`config.mk`:
```
export PLATFORM = sky130hd
export DESIGN_NAME = seq_detect_multi
export DESIGN_NICKNAME = d
export VERILOG_FILES = /design/src/rtl/seq_detect_pkg.sv /design/src/rtl/seq_detect_chan.sv /design/src/rtl/seq_detect_multi.sv
export SDC_FILE = /design/constraint.sdc
export NUM_CORES = 1
export LEC_CHECK = 0
export CORE_MARGIN = 3
export CORE_UTILIZATION = 45
export CTS_CLUSTER_DIAMETER = 40
export DETAILED_ROUTE_END_ITERATION = 6
export PLACE_DENSITY = 0.85
export SKIP_CTS_REPAIR_TIMING = 1
export SLEW_MARGIN = 0
export SYNTH_ARGS = -nofsm -noshare
export SYNTH_HDL_FRONTEND = slang
export SYNTH_SLANG_ARGS = --single-unit
```
`constraint.sdc`:
```
create_clock -name clk -period 3.5 [get_ports clk]
set_input_delay 0.7 -clock clk [delete_from_list [all_inputs] [get_ports clk]]
set_output_delay 0.7 -clock clk [all_outputs]
set_load 0.01 [all_outputs]
```
`src/rtl/seq_detect_pkg.sv`:
```
// Shared types for the multi-channel serial pattern detector.
// State encoding and match-counter width used by channel and top.
package seq_detect_pkg;

    typedef enum logic [1:0] {
        S_FILL,
        S_ARMED,
        S_HIT
    } state_e;

    localparam int CNT_W = 16;

endpackage

```
`src/rtl/seq_detect_chan.sv`:
```
// One serial channel: history shifter, fill counter, hit FSM, match counter.
// Counter built only when SEQ_DETECT_MATCH_CNT_EN is defined.
module seq_detect_chan
    import seq_detect_pkg::*;
#(
    parameter int           LEN     = 4,
    parameter logic [LEN-1:0] PATTERN = 4'b1011,
    parameter bit           OVERLAP = 1'b1
) (
    input  logic             clk,
    input  logic             reset,
    input  logic             valid_i,
    input  logic             bit_i,
    input  logic             clear_i,
    output logic             mealy_o,
    output logic             moore_o,
    output logic [CNT_W-1:0] cnt_o
);

    localparam int FW = $clog2(LEN);
    localparam logic [FW-1:0] FULL = FW'(LEN - 1);

    state_e         state_q, state_d;
    logic [LEN-2:0] hist_q, hist_d;
    logic [FW-1:0]  fill_q, fill_d;
    logic [LEN-1:0] shifted;
    logic           acc;
    logic           hit;

    assign acc     = valid_i & ~clear_i;
    assign shifted = {hist_q, bit_i};
    assign hit     = acc && (fill_q == FULL) && (shifted == PATTERN);

    always_ff @(posedge clk or posedge reset) begin
        if (reset) begin
            state_q <= S_FILL;
            hist_q  <= '0;
            fill_q  <= '0;
        end else begin
            state_q <= state_d;
            hist_q  <= hist_d;
            fill_q  <= fill_d;
        end
    end

    always_comb begin
        state_d = state_q;
        hist_d  = hist_q;
        fill_d  = fill_q;
        if (clear_i) begin
            state_d = S_FILL;
            hist_d  = '0;
            fill_d  = '0;
        end else if (acc) begin
            // Non-overlapping mode restarts the window after every match
            if (hit && !OVERLAP) begin
                hist_d = '0;
                fill_d = '0;
            end else begin
                hist_d = shifted[LEN-2:0];
                fill_d = (fill_q == FULL) ? fill_q : fill_q + 1'b1;
            end
            if (hit)
                state_d = S_HIT;
            else if (fill_d == FULL)
                state_d = S_ARMED;
            else
                state_d = S_FILL;
        end
    end

    always_comb begin
        mealy_o = hit;
        moore_o = (state_q == S_HIT);
    end

`ifdef SEQ_DETECT_MATCH_CNT_EN
    logic [CNT_W-1:0] cnt_q, cnt_d;

    always_comb begin
        cnt_d = cnt_q;
        if (clear_i)
            cnt_d = '0;
        else if (hit && (cnt_q != '1))
            cnt_d = cnt_q + 1'b1;
    end

    always_ff @(posedge clk or posedge reset) begin
        if (reset)
            cnt_q <= '0;
        else
            cnt_q <= cnt_d;
    end

    assign cnt_o = cnt_q;
`else
    assign cnt_o = '0;
`endif

endmodule

```
`src/rtl/seq_detect_multi.sv`:
```
// CH independent pattern detectors sharing strobe and clear.
// Match counters present only with SEQ_DETECT_MATCH_CNT_EN defined.
module seq_detect_multi
    import seq_detect_pkg::*;
#(
    parameter int             CH      = 4,
    parameter int             LEN     = 4,
    parameter logic [LEN-1:0] PATTERN = 4'b1011,
    parameter bit             OVERLAP = 1'b1
) (
    input  logic                clk,
    input  logic                reset,
    input  logic                in_valid,
    input  logic [CH-1:0]       in_bit,
    input  logic                clear,
    output logic [CH-1:0]       mealy_hit,
    output logic [CH-1:0]       moore_hit,
    output logic [CH*CNT_W-1:0] match_cnt
);

    for (genvar c = 0; c < CH; c++) begin : g_chan
        seq_detect_chan #(
            .LEN     (LEN),
            .PATTERN (PATTERN),
            .OVERLAP (OVERLAP)
        ) u_chan (
            .clk     (clk),
            .reset   (reset),
            .valid_i (in_valid),
            .bit_i   (in_bit[c]),
            .clear_i (clear),
            .mealy_o (mealy_hit[c]),
            .moore_o (moore_hit[c]),
            .cnt_o   (match_cnt[c*CNT_W +: CNT_W])
        );
    end

endmodule
```
==> results.yml, run 1 <==
drt:
  drtAntennaViolNets: 0
  dr.pass1.iters: 4
  routed_wirelength_um: 2570
  drtIter0Drc: 66
  drc_errors: 0
  detail_route.wl_per_cell_um: 10.28
  avgViaCountPerCell: 4.264
  vias: 1066
job:
  maxCapViolCount: 0
worst_setup_path:
  cp_common_cell: "clkdlybuf4s50_1"
  end_kind: "output pin"
  max_stage_delay_ns: 0.53
  worstPathRequired_ns: 2.80
  startpoint: "in_bit[3]"
  path_cells: "clkdlybuf4s50_1, nand4_1, nor3b_1, and2_1, clkdlybuf4s50_1"
  critPathArrivalTime_ns: 2.40
  critPathKind: "input pin to output pin"
  start_kind: "input pin"
  path_buf_inv: 2
  slowest_stage: "clkdlybuf4s50_1"
  timing.rr.start: "g_chan[1].u_chan.fill_q[0]"
  timing.reg2reg.setup_slack_ns: 2.28
  r2r_end: "g_chan[1].u_chan.state_q[1]"
  r2r_cells: 3
  cpLargestDelayFamily: "buffers and inverters"
  worstPathMaxFanout: 3
  worst-path-stages: 5
timing:
  skew_ns: 0.001532
  tns_ns: 0
  period_share_pct: 88.50
  rsz0062_at_grt: "no"
  slew_violations: 0
  worstMarginPinSlew_ns: 1.019
  setup_viol: 0
  fin_crit_ns: 3.097
  finalHoldViolations: 0
  max_freq_mhz: 322.9
  max_slew_margin_pct: 32.02
floorplan:
  dieArea_um2: 4775
  chipWidth_um: 69.10
  rows: 22
  core_area_um2: 3744
  start_util_pct: 47.86
  die_y_um: 69.10
  ioPinCount: 80
hold_path:
  hold_path.startpoint: "g_chan[3].u_chan.state_q[0]"
  min_delay_path_depth: 2
  min_to: "g_chan[3].u_chan.state_q[0]"
  min_path_type: "register to register"
final_layout:
  multi_input_area_um2: 745.7
  drive_above_1_share_pct: 3.960
  final_area_um2: 1738
  final_nets: 211
  final-seq-area_um2: 700.7
  antennaDiodeCount: 0
  syn_to_final_growth_pct: -3.003
  fillers: 367
placed_design:
  gp_congestion: 0.7397
  dp_hpwl_um: 1884
  numPortBuffers: 15
  dpl_cell_area_um2: 1683
power_and_ir_drop:
  power_density_nw_per_um2: 359.9
  vdd_ir_drop_max_mv: 0.2954
  p_leak_nw: 0.9019
clock_network:
  cts_tree: "done"
  clock-root-buffer: "clkbuf_8"
  numCtsBuffers: 3
  h-tree-depth: 1
  clk_pin_slew_ns: 0.09
  clockBufferDepth: 2
  clock_latency_ns: 0.27
  numClockSinks: 28
grt:
  grt.busiest_layer: "met2"
  antenna_found_initial: 0
  grt_pass1_wl_um: 4077
  grt.met2_usage_pct: 16.21
  met1_usage_pct: 13.30
  track_usage_pct: 10.11
  grt_util_met3_pct: 3.790
  grt_max_degree: 36
  overflow: 0
  first_global_vias: 922
logic_synthesis:
  avgSynthCellArea_um2: 9.095
  ys_ff_latch: 28
  ys_seq_area_share_pct: 39.11
  ys_types: 28
  synth_edf_count: 0
  synth_top_area_share_pct: 39.11
  synth_area_leaders: "dfrtp_1 39%, buf_4 30%, mux2i_1 6.7%"
  synth_flop_cell: "dfrtp_1"
  yosysWarnings: 0
  synth_cells: 197
  synthArstFlopShare_pct: 100.0
  syn_area_um2: 1792
  yosys.area.top_type: "dfrtp_1"
status:
  outcome: "complete, no violations"
-- flip-flops by register name, summed over array words and instances, names as in the netlist --
register / cells
g_chan.u_chan.fill_q: 8
g_chan.u_chan.hist_q: 12
g_chan.u_chan.state_q: 8
-- cells in the mapped netlist (2+ instances only) --
cell type	number
nor2b_1	5
clkbuf_1	3
nor3b_1	3
dfrtp_1	28
mux2i_1	12
nor2_1	27
buf_4	72
nand2_1	11
a21oi_1	5
and4b_1	2
nor3_1	4
buf_2	3
nand3_1	3
nand4_1	2
nand2b_1	2
inv_1	3
-- power breakdown --
part,switching [W],leakage (nW),total (W),internal [W]
combinational,0.0000617,0.493,0.0000842,0.0000225
clock,0.0000928,0.0288,0.000193,0.000101
sequential,0.0000118,0.380,0.000348,0.000336
-- worst min-delay path, stage by stage (launching register included) --
cell,delay (ns)
dfrtp_1,0.36
nand2_1,0.05
o21ai_1,0.06
-- cell families (layout without fill, tap and decap cells) --
logic type      after synthesis  in the layout  share of synthesized area [%]
compound gates               12             12                          4.609
buf+inv                      82             24                          32.47
flops                        28             28                          39.11
mux                          12             12                          6.704
other cells                   1             64                         0.2093
simple gates                 62             62                          16.90
-- cell type report --
| cell class | count | area share [%] |
|---|---|---|
| multi-input cells | 150 | 42.91 |
| well taps | 48 | 3.456 |
| inverters | 3 | 0.6479 |
| clock buffers | 4 | 3.168 |
| flip-flops and latches | 28 | 40.32 |
| repair buffers | 17 | 9.503 |
-- metal layers --
layer	wire length, µm	vias up
met2	1229	50
met4	0	0
met3	225	0
met1	1115	508
met5	0	-
li1	-	508
-- cells in the final DEF, fill, tap and decap left out --
cell	synthesis	layout
o32ai_1	1	1
a21oi_2	1	1
inv_1	3	3
clkbuf_8	0	4
dfrtp_1	28	28
nor3b_1	3	3
buf_4	72	2
mux2i_1	12	12
a21oi_1	5	5
nor2b_1	5	5
a41o_1	1	1
o21ai_1	1	1
and2_1	1	1
or4b_4	1	1
nand2b_1	2	2
nand3_1	3	3
o22ai_1	1	1
conb_1	1	64
nor3_1	4	4
a22o_1	1	1
and3_1	1	1
a32o_1	1	1
nand2_1	11	11
clkdlybuf4s50_1	0	15
and4b_1	2	2
nand4_1	2	2
nor2_1	27	27
-- per-stage QoR --
step | setup WS [ns] | util, % | total power [W] | cells | hold slack [ns]
6_report | 0.4027 | 46.42 | 0.0006254 | 250 | 0.5005
5_1_grt | 0.2925 | 46.42 | 0.0006608 | 250 | 0.5322
4_1_cts | 0.4097 | 46.42 | 0.0006305 | 250 | 0.5079
3_5_place_dp | 0.4117 | 44.95 | 0.0004374 | 246 | 0.4846
3_3_place_gp | 0.4043 | 44.95 | 0.0004347 | 246 | 0.4762
2_1_floorplan | 1.393 | - | 0.0004716 | 260 | 0.4562
-- how the worst max path moves through the flow --
stage / end / slack (ns)
floorplan: mealy_hit[1] / 1.39
global placement: mealy_hit[3] / 0.40
detailed placement: mealy_hit[3] / 0.41
CTS: mealy_hit[3] / 0.41
global route: mealy_hit[3] / 0.29
finish: mealy_hit[3] / 0.40
Power figures use the tool's default switching activity.
==> inputs of run 2 (changes only) <==
--- a/config.mk
+++ b/config.mk
@@ -10,7 +10,9 @@
 export CTS_CLUSTER_DIAMETER = 40
 export DETAILED_ROUTE_END_ITERATION = 6
 export PLACE_DENSITY = 0.85
+export RECOVER_POWER = 100
 export SKIP_CTS_REPAIR_TIMING = 1
+export SKIP_LAST_GASP = 1
 export SLEW_MARGIN = 0
 export SYNTH_ARGS = -nofsm -noshare
 export SYNTH_HDL_FRONTEND = slang
==> run 2 against run 1 <==
Global-route usage is the same. First-iteration DRC count grew 6.1%. Wire length shrank 0.82%. Combinational power shrank 1%. Worst hold slack lost 0.0061 ns. Non-clock buffer count is the same. Clock skew grew 0.0021 ns. Cell count is the same. Via count shrank 0.66%. Critical endpoint is now mealy_hit[1].
==> results.yml, run 2 (synthesis results as in run 1) <==
power_and_ir_drop:
  p_clk_share_pct: 31.2
  seq_power_share_pct: 55.5
  vdd_ir_drop_max_mv: 0.2948
  intPower_w: 0.0004587
  total_power_w: 0.0006265
  power_density_nw_per_um2: 361.3
  p_sw_w: 0.0001678
  comb_power_share_pct: 13.3
  p_leak_nw: 0.9262
  netSwitchingFraction_pct: 26.78
placed_design:
  dp_hpwl_um: 1884
  gp_congestion: 0.7397
  numPortBuffers: 15
  dpl_cell_area_um2: 1683
  dp_cells: 246
timing:
  max_freq_mhz: 314.4
  period_share_pct: 90.86
  slew_violations: 0
  fin_crit_ns: 3.180
  tns_ns: 0
  holdWs_ns: 0.4944
  worstMarginPinSlew_ns: 1.010
  finalHoldViolations: 0
  setup_viol: 0
  rsz0062_at_grt: "no"
  max_slew_margin_pct: 32.58
  skew_ns: 0.003607
worst_setup_path:
  timing.reg2reg.setup_slack_ns: 2.29
  timing.rr.start: "g_chan[1].u_chan.fill_q[0]"
  start_kind: "input pin"
  critPathKind: "input pin to output pin"
  worstPathRequired_ns: 2.80
  end_kind: "output pin"
  startpoint: "in_valid"
  worstPathMaxFanout: 6
  r2r_cells: 3
  r2r_end: "g_chan[1].u_chan.state_q[1]"
  critPathArrivalTime_ns: 2.48
grt:
  overflow: 0
  antenna_found_initial: 0
  grt_max_degree: 36
  track_usage_pct: 10.11
  first_global_vias: 922
  grt_pass1_wl_um: 4077
job:
  maxCapViolCount: 0
final_layout:
  largest_reg_flops: 12
  final_area_um2: 1734
  final_nets: 211
  layout_commonest_cell: "conb_1"
  drive_above_1_share_pct: 3.465
  final_cell_mix: "64 x conb_1, 28 x dfrtp_1, 27 x nor2_1, 12 x mux2i_1, 11 x nand2_1"
  regMostFlops: "g_chan.u_chan.hist_q"
  largestRegisters: "g_chan.u_chan.hist_q (12), g_chan.u_chan.fill_q (8), g_chan.u_chan.state_q (8)"
  stdcell_count: 250
  syn_to_final_growth_pct: -3.212
  antennaDiodeCount: 0
hold_path:
  min_delay_path_depth: 2
  hold_path.startpoint: "g_chan[3].u_chan.state_q[0]"
  min_to: "g_chan[3].u_chan.state_q[0]"
  min_path_type: "register to register"
clock_network:
  h-tree-depth: 1
  clock_latency_ns: 0.27
  clk_pin_slew_ns: 0.09
  clock-root-buffer: "clkbuf_8"
  clockBufferDepth: 2
  numClockSinks: 28
  numCtsBuffers: 3
  cts_tree: "done"
floorplan:
  ioPinCount: 80
  die_y_um: 69.10
  chipWidth_um: 69.10
  rows: 22
  core_area_um2: 3744
  start_util_pct: 47.86
  dieArea_um2: 4775
drt:
  drtAntennaViolNets: 0
  drtIter0Drc: 70
  drc_errors: 0
  avgViaCountPerCell: 4.236
  detail_route.wl_per_cell_um: 10.20
  vias: 1059
  routed_wirelength_um: 2549
  dr.pass1.iters: 4
status:
  outcome: "complete, no violations"
run 2: layout make-up:
cell class | instances | area (µm²)
tap | 48 | 60.06
multi-input combinational | 150 | 742.0
clock buffer | 4 | 55.05
inverter | 3 | 11.26
timing repair buffer | 17 | 165.2
fill | 369 | 2009
sequential | 28 | 700.7
run 2: worst max-delay path: stages:
cell,delay [ns]
dlygate4sd3_1,0.56
nor2b_1,0.39
and3_1,0.23
dlygate4sd3_1,0.60
run 2: routing by layer:
metal	wire length, µm	vias up	share of wire [%]	track usage [%]
li1	-	508	-	-
met2	1183	50	46	16.21
met4	0	0	0	1.518
met1	1130	501	44	13.30
met5	0	-	0	0
met3	235	0	9.2	3.790
run 2: per-stage QoR:
stage | util [%] | worst slack [ns]
3_5_place_dp | 44.95 | 0.4117
2_1_floorplan | - | 1.393
4_1_cts | 46.42 | 0.4097
3_3_place_gp | 44.95 | 0.4043
6_report | 46.32 | 0.3198
5_1_grt | 46.32 | 0.1953
run 2: worst max path at each step:
stage                     cells past startpoint      endpoint  slack [ns]
after global placement                        5  mealy_hit[3]        0.40
after floorplan                               4  mealy_hit[1]        1.39
after CTS                                     5  mealy_hit[3]        0.41
final                                         4  mealy_hit[1]        0.32
after global routing                          5  mealy_hit[0]        0.20
after detailed placement                      5  mealy_hit[3]        0.41
run 2: power groups by stage:
stage                     combinational [W]  sequential [W]  clock (W)
after CTS                         0.0000833        0.000348   0.000199
after detailed placement          0.0000832        0.000354          0
after global placement            0.0000817        0.000353          0
after global routing              0.0000942        0.000350   0.000216
after floorplan                    0.000121        0.000351          0
final                             0.0000834        0.000348   0.000195
